## config.mk

```make
export PLATFORM = sky130hd
export DESIGN_NAME = morse_char_buffer
export DESIGN_NICKNAME = d
export VERILOG_FILES = /design/src/rtl/morse_char_buffer.sv
export SDC_FILE = /design/constraint.sdc
export NUM_CORES = 1
export LEC_CHECK = 0
export ABC_AREA = 1
export CAP_MARGIN = 20
export CELL_PAD_IN_SITES_DETAIL_PLACEMENT = 1
export CELL_PAD_IN_SITES_GLOBAL_PLACEMENT = 1
export CORE_UTILIZATION = 37
export DETAILED_ROUTE_END_ITERATION = 6
export PLACE_DENSITY = 0.88
export SYNTH_ARGS = -nofsm -noshare
export SYNTH_HDL_FRONTEND = slang
export SYNTH_SLANG_ARGS = --single-unit
export TNS_END_PERCENT = 100
```

## constraint.sdc

```tcl
create_clock -name clk_100Mhz -period 2.4 [get_ports clk_100Mhz]
set_clock_uncertainty 0.15 [all_clocks]
set_input_delay 0.36 -clock clk_100Mhz [delete_from_list [all_inputs] [get_ports clk_100Mhz]]
set_output_delay 0.36 -clock clk_100Mhz [all_outputs]
set_load 0.03 [all_outputs]
```

## src/rtl/morse_char_buffer.sv

```systemverilog
// Morse code to active-low seven-segment shift buffer with space/backspace/clear; MORSE_DIGITS_EN adds digit decode.
// Latency: a code accepted on edge N is visible on seg/char_count after edge N+2; one code per cycle.
// Backpressure: in_ready is ~freeze registered one cycle; codes already in the pipeline always complete.
module morse_char_buffer #(
    parameter int NUM_DIGITS = 8,
    parameter int ERR_W      = 8
) (
    input  logic                               clk_100Mhz,
    input  logic                               reset,
    input  logic                               in_valid,
    output logic                               in_ready,
    input  logic [2:0]                         char_len,
    input  logic [4:0]                         char_data,
    input  logic                               freeze,
    output logic [8*NUM_DIGITS-1:0]            seg,
    output logic [$clog2(NUM_DIGITS+1)-1:0]    char_count,
    output logic [ERR_W-1:0]                   err_count
);
    localparam int         CW        = $clog2(NUM_DIGITS + 1);
    localparam logic [7:0] BLANK     = 8'b1111_1111;
    localparam logic [7:0] ERR_GLYPH = 8'b1111_0111;

    typedef enum logic [1:0] {OP_SHIFT, OP_BKSP, OP_CLEAR} op_t;

    logic       s1_vld;
    logic [2:0] s1_len;
    logic [4:0] s1_dat;
    logic       s2_vld;
    op_t        s2_op;
    logic [7:0] s2_glyph;
    logic       s2_err;

    logic [4:0] mask;
    logic [6:0] lut_seg;
    logic       lut_hit;
    op_t        dec_op;
    logic [7:0] dec_glyph;
    logic       dec_err;

    // Symbols above the code length are don't-care; zero them so the lookup sees a canonical key.
    always_comb begin
        case (char_len)
            3'd0:    mask = 5'b00001;
            3'd1:    mask = 5'b00011;
            3'd2:    mask = 5'b00111;
            3'd3:    mask = 5'b01111;
            3'd4:    mask = 5'b11111;
            default: mask = 5'b00000;
        endcase
    end

    always_comb begin
        lut_hit = 1'b1;
        lut_seg = 7'b1110111;
        case ({s1_len, s1_dat})
            {3'd0, 5'b00000}: lut_seg = 7'b0110000;
            {3'd0, 5'b00001}: lut_seg = 7'b1110000;
            {3'd1, 5'b00000}: lut_seg = 7'b1111001;
            {3'd1, 5'b00001}: lut_seg = 7'b0001000;
            {3'd1, 5'b00010}: lut_seg = 7'b0001001;
            {3'd1, 5'b00011}: lut_seg = 7'b0101010;
            {3'd2, 5'b00000}: lut_seg = 7'b0100100;
            {3'd2, 5'b00001}: lut_seg = 7'b1000001;
            {3'd2, 5'b00010}: lut_seg = 7'b1111010;
            {3'd2, 5'b00011}: lut_seg = 7'b0100011;
            {3'd2, 5'b00100}: lut_seg = 7'b1000010;
            {3'd2, 5'b00101}: lut_seg = 7'b0101000;
            {3'd2, 5'b00110}: lut_seg = 7'b0100001;
            {3'd2, 5'b00111}: lut_seg = 7'b0000001;
            {3'd3, 5'b00000}: lut_seg = 7'b1001000;
            {3'd3, 5'b00001}: lut_seg = 7'b1000101;
            {3'd3, 5'b00010}: lut_seg = 7'b0111000;
            {3'd3, 5'b00100}: lut_seg = 7'b1110001;
            {3'd3, 5'b00110}: lut_seg = 7'b0011000;
            {3'd3, 5'b00111}: lut_seg = 7'b1000111;
            {3'd3, 5'b01000}: lut_seg = 7'b1100000;
            {3'd3, 5'b01001}: lut_seg = 7'b0110110;
            {3'd3, 5'b01010}: lut_seg = 7'b0110001;
            {3'd3, 5'b01011}: lut_seg = 7'b1000100;
            {3'd3, 5'b01100}: lut_seg = 7'b0010010;
            {3'd3, 5'b01101}: lut_seg = 7'b0001100;
`ifdef MORSE_DIGITS_EN
            {3'd4, 5'b01111}: lut_seg = 7'b1001111;
            {3'd4, 5'b00111}: lut_seg = 7'b0010010;
            {3'd4, 5'b00011}: lut_seg = 7'b0000110;
            {3'd4, 5'b00001}: lut_seg = 7'b1001100;
            {3'd4, 5'b00000}: lut_seg = 7'b0100100;
            {3'd4, 5'b10000}: lut_seg = 7'b0100000;
            {3'd4, 5'b11000}: lut_seg = 7'b0001111;
            {3'd4, 5'b11100}: lut_seg = 7'b0000000;
            {3'd4, 5'b11110}: lut_seg = 7'b0000100;
            {3'd4, 5'b11111}: lut_seg = 7'b0000001;
`endif
            default:          lut_hit = 1'b0;
        endcase
    end

    always_comb begin
        dec_op    = OP_SHIFT;
        dec_glyph = BLANK;
        dec_err   = 1'b0;
        case (s1_len)
            3'd5:    dec_glyph = BLANK;
            3'd6:    dec_op    = OP_BKSP;
            3'd7:    dec_op    = OP_CLEAR;
            default: begin
                dec_glyph = lut_hit ? {1'b1, lut_seg} : ERR_GLYPH;
                dec_err   = ~lut_hit;
            end
        endcase
    end

    always_ff @(posedge clk_100Mhz) begin
        if (reset) begin
            in_ready   <= 1'b0;
            s1_vld     <= 1'b0;
            s1_len     <= 3'd0;
            s1_dat     <= 5'd0;
            s2_vld     <= 1'b0;
            s2_op      <= OP_SHIFT;
            s2_glyph   <= BLANK;
            s2_err     <= 1'b0;
            seg        <= '1;
            char_count <= '0;
            err_count  <= '0;
        end else begin
            in_ready <= ~freeze;
            s1_vld   <= in_valid & in_ready;
            if (in_valid & in_ready) begin
                s1_len <= char_len;
                s1_dat <= char_data & mask;
            end
            s2_vld   <= s1_vld;
            s2_op    <= dec_op;
            s2_glyph <= dec_glyph;
            s2_err   <= dec_err;
            if (s2_vld) begin
                case (s2_op)
                    OP_SHIFT: begin
                        seg <= {seg[8*NUM_DIGITS-9:0], s2_glyph};
                        if (char_count != CW'(NUM_DIGITS))
                            char_count <= char_count + CW'(1);
                        if (s2_err && (err_count != '1))
                            err_count <= err_count + ERR_W'(1);
                    end
                    // An empty buffer ignores backspace entirely.
                    OP_BKSP: begin
                        if (char_count != '0) begin
                            seg        <= {BLANK, seg[8*NUM_DIGITS-1:8]};
                            char_count <= char_count - CW'(1);
                        end
                    end
                    OP_CLEAR: begin
                        seg        <= '1;
                        char_count <= '0;
                    end
                    default: ;
                endcase
            end
        end
    end
endmodule
```

==> run metrics <==
DR iter-0 viols 395; row count 40; chip height 115 µm; HPWL Detailed 10500 µm; post-synthesis cell type count 33; final setup violation count 0; multiplexer share of the synthesized area 0%; synthesized area 4740 µm²; Inst Count DP 880; drt total wl 15200 µm; clk_lat worst skew 350 ps; P&R area growth vs syn 26.8%; routed vias 4878; H-tree Lvls 3; Final Hold Fails 0; unrepaired setup endpoints after global routing false; Hold Path Class flip-flop to flip-flop; DRC Markers 0; n_diodes 0; RD Place Congestion 0.911; Slew HR 39.2%; commonest non-fill, non-tap cell in the layout a21oi_1; CP Capture Type flip-flop; CTS max path bufs 2; register area share after synthesis 40.9%; Power Dens Cells 571 nW/µm²; share of cells above drive strength 1 6.32%; clk sinks 97; xor/xnor cell area share of the yosys netlist 1.11%; io pins 89; max-slew violation count 0; placed instance area 5720 µm²; total die area 13300 µm²; vias in the first global route 4904; Ys Warns 0; Die X-Extent 115 µm; mean post-synth cell area 7.18 µm²; Yosys reg bits 97; Post-Synthesis Net Count 680; Setup CP Type flip-flop to flip-flop; CTS resizes 0; Max Cap Viol 0; Critical Path Start Type flip-flop; Syn Inst Count 660; port bufs 88; largest family of logic cells by synthesized area compound AO/OA/AOI/OAI gates; total chip power 3.43 mW; top_reg_cell synth dfxtp_1; setup bufs post-CTS 0; initial core utilization 38.7%; GRT overflow 0; per-cell routed wire length 16.9 µm; adder-cell share of the synthesized area 2.27%; Num CTS Buffers 9; CP max FO 54; CTS root buf clkbuf_16; fraction of registers with async set/reset 0%; CTS tree done; final instance area 6010 µm²; Tot GR Track Use 23.6%; TritonRoute pass-1 iters 4; Nets 743; cts hold-fix bufs 0; commonest non-fill, non-tap cells in the layout 129 x a21oi_1, 109 x nor2_1, 97 x dfxtp_1; drt via density 5.44; FILL cells 1538; worst path required time 2500 ps; fin crit share 89.3%; Post-synth EDFFs 0; worst endpoint data arrival time 2250 ps; global-route wire length before repair 24600 µm; Layout Cells excl Fill 896; VDD IR max 0.000304 V; core area 12300 µm²; Tmin final 2140 ps; pin count of the biggest net entering global routing 119; Clk pin slew, worst setup/hold paths 70 ps; Synth Area in Compound Gates 27.0%; Synth Area in Simple Gates 21.2%; leakage 2.48 nW; Detail Route Antenna Nets 0; fmax 467 MHz; status finished, final reports clean; Slew @ Worst Pin 911 ps; initial antenna violation count 0; fin util 49.0%; Final TNS setup 0 ps
==> power breakdown <==
group | leakage (nW) | switching (mW) | internal, mW
Sequential | 0.790 | 0.0444 | 1.66
Combinational | 1.55 | 0.208 | 0.122
Clock | 0.141 | 0.678 | 0.723
==> through the flow <==
stage	worst slack, ps	hold slack (ps)
final	257	258
after global routing	76.0	291
after CTS	260	259
after detailed placement	274	251
after global placement	409	250
after floorplan	609	238
==> per-layer routing <==
layer	vias up	share of wire, %	track usage, %
li1	2396	-	-
met1	2361	44	27.7
met2	99	51	43.3
met3	22	3.3	4.74
met4	0	1.9	6.49
met5	-	0	0
==> cell families (layout without fill, tap and decap cells) <==
| group | count (synthesis) | after routing |
|---|---|---|
| DFF | 97 | 97 |
| xor gates and xnor gates | 6 | 6 |
| AOI/OAI and AO/OA | 222 | 222 |
| buffers and inverters | 85 | 153 |
| and+or+nand+nor | 242 | 242 |
| adders and majority gates | 8 | 8 |
==> Yosys cell counts (2+ instances only) <==
| master | number | area [µm²] |
|---|---|---|
| nor2_1 | 109 | 409 |
| a211oi_1 | 2 | 15.0 |
| o21a_1 | 3 | 22.5 |
| clkbuf_1 | 16 | 60.1 |
| nand2_2 | 6 | 37.5 |
| o211ai_1 | 4 | 30.0 |
| o31ai_1 | 53 | 398 |
| buf_2 | 22 | 110 |
| dfxtp_1 | 97 | 1940 |
| xor2_1 | 2 | 17.5 |
| ha_1 | 7 | 87.6 |
| nor2_2 | 6 | 37.5 |
| a21oi_1 | 129 | 646 |
| nand3_1 | 25 | 125 |
| inv_1 | 36 | 135 |
| nand2_1 | 80 | 300 |
| buf_1 | 4 | 15.0 |
| nor3_1 | 5 | 25.0 |
| nand4_1 | 9 | 56.3 |
| xnor2_1 | 4 | 35.0 |
| inv_2 | 5 | 18.8 |
| o21ai_0 | 25 | 125 |
==> area by class of cell <==
| cell class | instances | area, µm² | area share, % |
|---|---|---|---|
| Multi-Input combinational cell | 478 | 2460 | 40.9 |
| Sequential cell | 97 | 1940 | 32.3 |
| Timing Repair Buffer | 96 | 961 | 16.0 |
| Clock buffer | 9 | 225 | 3.75 |
| Tap cell | 168 | 210 | 3.50 |
| Inverter | 41 | 154 | 2.56 |
| Clock inverter | 7 | 62.6 | 1.04 |
==> flip-flops by register name, indices dropped and copies added, names as in the netlist <==
name,count
char_count,4
err_count,8
in_ready,1
s1_dat,5
s1_len,3
s1_vld,1
s2_err,1
s2_glyph,7
s2_op,2
s2_vld,1
seg,64
==> worst paths after layout <==
path | startpoint | endpoint | slack, ps | depth (start not counted)
worst max-delay path | s2_op[0]$_SDFF_PP0_ | seg[42]$_SDFFE_PP1P_ | 260 | 7
worst min-delay path | s1_vld$_SDFF_PP0_ | s2_vld$_SDFF_PP0_ | 260 | 2
worst max register to register | s2_op[0]$_SDFF_PP0_ | seg[42]$_SDFFE_PP1P_ | 260 | 7
worst min register to register | s1_vld$_SDFF_PP0_ | s2_vld$_SDFF_PP0_ | 260 | 2
==> critical path: stages (launching register included) <==
cell and delay (ps):
dfxtp_1 370, inv_1 70, ha_2 280, inv_1 50
nor2_1 50, inv_2 670, a21oi_1 110, o31ai_1 280
(Power assumes the default switching activity.)
